--- src/rtl/pong_renderer.sv ---
// pong_renderer: two-stage pixel renderer with per-frame position latch,
// dashed centre net, fixed draw priority and a frame-counted score flash.
module pong_renderer #(
  parameter int         COORD_W       = 10,
  parameter int         BALL_SIZE     = 8,
  parameter int         PADDLE_W      = 8,
  parameter int         PADDLE_H      = 64,
  parameter int         NET_X         = 318,
  parameter int         NET_W         = 4,
  parameter int         NET_DASH_LOG2 = 4,
  parameter int         FLASH_FRAMES  = 30,
  parameter logic [7:0] BG_RGB        = 8'h00,
  parameter logic [7:0] FLASH_RGB     = 8'hE0,
  parameter logic [7:0] BALL_RGB      = 8'hFF,
  parameter logic [7:0] P1_RGB        = 8'h1C,
  parameter logic [7:0] P2_RGB        = 8'h03,
  parameter logic [7:0] NET_RGB       = 8'h92
) (
  input  logic               clk,
  input  logic               rst_n,
  input  logic               pix_en,
  input  logic               video_on,
  input  logic               frame_start,
  input  logic [COORD_W-1:0] xpixel,
  input  logic [COORD_W-1:0] ypixel,
  input  logic [COORD_W-1:0] ball_x,
  input  logic [COORD_W-1:0] ball_y,
  input  logic [COORD_W-1:0] paddle_one_x,
  input  logic [COORD_W-1:0] paddle_one_y,
  input  logic [COORD_W-1:0] paddle_two_x,
  input  logic [COORD_W-1:0] paddle_two_y,
  input  logic               flash_req,
  output logic [2:0]         red,
  output logic [2:0]         green,
  output logic [1:0]         blue,
  output logic               video_on_q,
  output logic               flashing
);
  localparam int W1 = COORD_W + 1;

  logic [COORD_W-1:0] bx_q, by_q, p1x_q, p1y_q, p2x_q, p2y_q;
  logic [COORD_W-1:0] bx, by, p1x, p1y, p2x, p2y;
  logic               latch;
  logic               ball_h_d, p1_h_d, p2_h_d, net_h_d;
  logic               ball_h_q, p1_h_q, p2_h_q, net_h_q, vid1_q;
  logic [7:0]         rgb_d, rgb_q, cnt_d, cnt_q;

  // Span end computed one bit wider so objects near the top coordinate never wrap.
  function automatic logic in_span(input logic [COORD_W-1:0] p, input logic [COORD_W-1:0] o,
                                   input int sz);
    return (p >= o) && ({1'b0, p} < ({1'b0, o} + W1'(sz)));
  endfunction

  assign latch = pix_en && frame_start;
  assign bx    = latch ? ball_x       : bx_q;
  assign by    = latch ? ball_y       : by_q;
  assign p1x   = latch ? paddle_one_x : p1x_q;
  assign p1y   = latch ? paddle_one_y : p1y_q;
  assign p2x   = latch ? paddle_two_x : p2x_q;
  assign p2y   = latch ? paddle_two_y : p2y_q;

  always_comb begin
    ball_h_d = in_span(xpixel, bx, BALL_SIZE) && in_span(ypixel, by, BALL_SIZE);
    p1_h_d   = in_span(xpixel, p1x, PADDLE_W) && in_span(ypixel, p1y, PADDLE_H);
    p2_h_d   = in_span(xpixel, p2x, PADDLE_W) && in_span(ypixel, p2y, PADDLE_H);
    net_h_d  = ({1'b0, xpixel} >= W1'(NET_X)) && ({1'b0, xpixel} < W1'(NET_X + NET_W)) &&
               !ypixel[NET_DASH_LOG2];
    rgb_d    = !vid1_q  ? 8'h00    :
               ball_h_q ? BALL_RGB :
               p1_h_q   ? P1_RGB   :
               p2_h_q   ? P2_RGB   :
               net_h_q  ? NET_RGB  :
               flashing ? FLASH_RGB : BG_RGB;
    cnt_d    = flash_req               ? 8'(FLASH_FRAMES) :
               (latch && cnt_q != '0)  ? cnt_q - 8'd1     : cnt_q;
  end

  always_ff @(posedge clk or negedge rst_n) begin
    if (!rst_n) begin
      bx_q       <= '0;
      by_q       <= '0;
      p1x_q      <= '0;
      p1y_q      <= '0;
      p2x_q      <= '0;
      p2y_q      <= '0;
      ball_h_q   <= 1'b0;
      p1_h_q     <= 1'b0;
      p2_h_q     <= 1'b0;
      net_h_q    <= 1'b0;
      vid1_q     <= 1'b0;
      rgb_q      <= '0;
      video_on_q <= 1'b0;
      cnt_q      <= '0;
      flashing   <= 1'b0;
    end else begin
      if (latch) begin
        bx_q  <= ball_x;
        by_q  <= ball_y;
        p1x_q <= paddle_one_x;
        p1y_q <= paddle_one_y;
        p2x_q <= paddle_two_x;
        p2y_q <= paddle_two_y;
      end
      if (pix_en) begin
        ball_h_q   <= ball_h_d;
        p1_h_q     <= p1_h_d;
        p2_h_q     <= p2_h_d;
        net_h_q    <= net_h_d;
        vid1_q     <= video_on;
        rgb_q      <= rgb_d;
        video_on_q <= vid1_q;
      end
      cnt_q    <= cnt_d;
      flashing <= cnt_d != '0;
    end
  end

  assign red   = rgb_q[7:5];
  assign green = rgb_q[4:2];
  assign blue  = rgb_q[1:0];
endmodule
--- config.mk ---
export PLATFORM = sky130hd
export DESIGN_NAME = pong_renderer
export DESIGN_NICKNAME = d
export VERILOG_FILES = /design/src/rtl/pong_renderer.sv
export SDC_FILE = /design/constraint.sdc
export NUM_CORES = 1
export LEC_CHECK = 0
export CORE_AREA = 2 2 127 129
export DETAILED_ROUTE_END_ITERATION = 7
export DIE_AREA = 0 0 129 131
export PLACE_DENSITY = 0.72
export REMOVE_ABC_BUFFERS = 1
export SLEW_MARGIN = 10
export SYNTH_ARGS = -nofsm -noshare
export SYNTH_HDL_FRONTEND = slang
export SYNTH_SLANG_ARGS = --single-unit
--- constraint.sdc ---
create_clock -name clk -period 3.47 [get_ports clk]
set_input_delay 0.694 -clock clk [delete_from_list [all_inputs] [get_ports clk]]
set_output_delay 0.694 -clock clk [all_outputs]
set_load 0.01 [all_outputs]
==> reports/metrics.cfg <==
[outcome]
status = finished clean

[critical_path]
startpoint_type = input port
critPathCaptureType = flop
cp.arrival_ns = 3.45
cp_max_fo = 21
worst_path_max_delay_cell = clkdlybuf4s50_1
worst_path_largest_cell_delay_ns = 0.47
required_ns = 3.70
critPathBufInv = 3
cp_top_family = compound AO/OA/AOI/OAI gates
crit_chain = clkdlybuf4s50_1 -> nand2_2 -> buf_12 -> mux2i_1 -> ha_1 -> a21o_1 -> a31oi_1 -> o31ai_1 -> maj3_1 -> a221oi_1 -> buf_4 -> o41ai_1
critPathKind = in2reg

[finish]
fin_cells = 1051
antenna-diode-count = 0
num-nets-final = 1017
final_cell_area_mm2 = 0.00821
drive_gt1_share_pct = 13.4
nFillCells = 1409
fin_util_pct = 52.6
seqCellArea_mm2 = 0.00203
final_common_cell = ha_1
area_delta_synth_final_pct = 34.0
multi_input_area_mm2 = 0.00371
final_cell_mix = 100 x ha_1, 94 x clkdlybuf4s50_1, 83 x nand2_1, 82 x buf_4, 81 x dfrtp_1

[floorplan]
die_y_um = 131
die_x_um = 129
row_count = 46
io_pins = 96
die_area_mm2 = 0.0169
initial_utilization_pct = 39.3
core_area_mm2 = 0.0156

[synthesis]
synthTopCellsByArea = dfrtp_1 33%, ha_1 20%, mux2i_1 6.2%
synth_top_area_share_pct = 33.1
ys_ff_latch = 81
netlist_instances = 660
yosysTopAreaCell = dfrtp_1
netlist_area_mm2 = 0.00613
async_flop_share_pct = 100
yosys_warnings = 0
syn_area_per_cell_um2 = 9.28
synth-edff-count = 0
seq_area_frac_synth_pct = 33.1
ys.flop_type = dfrtp_1
yosysUniqueCellTypes = 60

[clock_tree]
cts_made_buffers = 9
htreeDepth = 3
cts_buffer_depth = 2
post_cts_buffers = 0
insertion_delay_ns = 0.34
cts.root.buffer_cell = clkbuf_16
cts_resized = 0
cts_hold_buf = 0
cts_sinks = 81
cts.clk_slew.worst_paths_ns = 0.06
cts_tree = built

[place]
hpwl_mm = 12.0
dpl_cell_area_mm2 = 0.00788
dp_cells = 1036
portBuffers = 95
dp_slack_ns = -0.255
gp_congestion = 0.859

[pwr]
p_int_mw = 2.34
pwr-share-clk_pct = 30.7
switching_power_mw = 1.04
swShare_pct = 30.8
seqPwrFrac_pct = 33.1
total_power_mw = 3.38
p_per_area_mw_per_mm2 = 412
p_comb_share_pct = 36.2
p_leak_nw = 4.03
ir_drop_uv = 278

[sta]
rsz0062_at_grt = no
fin_tns_setup_ns = 0
worstMarginPinSlew_ns = 1.06
worst_clock_skew_ns = 0.00553
fin_crit_ns = 3.22
worst_slack_ns = 0.252
period_share_pct = 92.7
hold_viol = 0
slew_headroom_pct = 29.2
setup_viol = 0
slew_violations = 0
worst_hold_slack_ns = 0.479
fmax_ghz = 0.311

[worst_hold_path]
min_path_type = reg2reg

[routing]
drt_iter0_drc = 211
dr_total_vias = 5309
drc = 0
wirelength_mm = 15.4
avgRoutedWirePerCell_um = 14.7
detail_route.vias_per_cell = 5.05
drt_pass1_iterations = 4
drt.antenna.violating_nets = 0

[global_routing]
overflow = 0
antenna_found_initial = 0
first_global_vias = 5401
grt_usage_pct = 19.5
grt_max_degree = 82
grt_pass1_wl_mm = 26.0

[run]
drv_cap = 0

## area by class of cell
type	count	share of cell area, %
multi-input cells	485	45.2
flip-flops and latches	81	24.7
repair buffers	178	19.4
inverters	76	3.47
well taps	216	3.29
clock buffers	10	2.91
clock inverters	5	0.975
## cells in the mapped netlist (all sizes together), types with 4 or more instances
cell type  number
nand2b         16
o21ai          21
nor2           18
nand3          23
nor3            9
a31oi           5
nor4            4
a21o           15
o211ai          6
o2111ai         4
a211oi          6
ha            100
buf            14
dfrtp          81
a21oi          30
mux2            4
nand2          85
nand4           8
mux2i          38
o21a            9
clkbuf          4
o22ai           7
xnor2          24
o31ai           5
or3             4
inv            76
## sequential cells by signal, indices dropped and copies added, names as in the netlist
signal,flops
bx_q,10
by_q,10
p1x_q,10
p1y_q,10
p2x_q,10
p2y_q,10
cnt_q,8
rgb_q,6
ball_h_q,1
flashing,1
net_h_q,1
p1_h_q,1
p2_h_q,1
vid1_q,1
video_on_q,1
## cell families (layout without fill, tap and decap cells)
group	Yosys count	in the layout	share of synthesized area [%]
AND/OR/NAND/NOR	181	181	14.2
AO/OA/AOI/OAI	132	132	14.6
adder cells (fa/ha/maj)	103	103	20.9
buffers and inverters	94	269	6.49
flip-flops	81	81	33.1
multiplexers	42	42	6.94
XOR/XNOR	27	27	3.86
## final timing paths
path                       startpoint  endpoint  slack (ns)  cells past startpoint
setup / recovery               pix_en  ball_h_q        0.25                     12
hold / removal                bx_q[0]   bx_q[0]        0.48                      2
setup reg to reg             p1x_q[3]    p1_h_q        1.07                     10
hold reg to reg               bx_q[0]   bx_q[0]        0.48                      2
max in group asynchronous       rst_n   bx_q[3]        2.26                      1
min in group asynchronous       rst_n  p1y_q[4]        0.55                      1
## power by group through the flow
stage          Sequential [mW]  Combinational [mW]  Clock (mW)
2_1_floorplan             1.13               0.687           0
3_3_place_gp              1.13                1.18           0
3_5_place_dp              1.14                1.21           0
4_1_cts                   1.12                1.23        1.06
5_1_grt                   1.13                1.40        1.11
6_report                  1.12                1.22        1.04
## routing by layer
metal	up-vias	track usage [%]	share of wire, %
met4	0	4.67	1.1
li1	2684	-	-
met1	2519	24.8	45
met3	14	4.52	4.4
met2	92	33.7	49
met5	-	0	0
## tightest hold or removal path: stages (launching register included)
cell     delay (ns)
dfrtp_1        0.32
nand2_1        0.05
nand2_1        0.08
No activity file was read; power rests on OpenSTA's default activity.
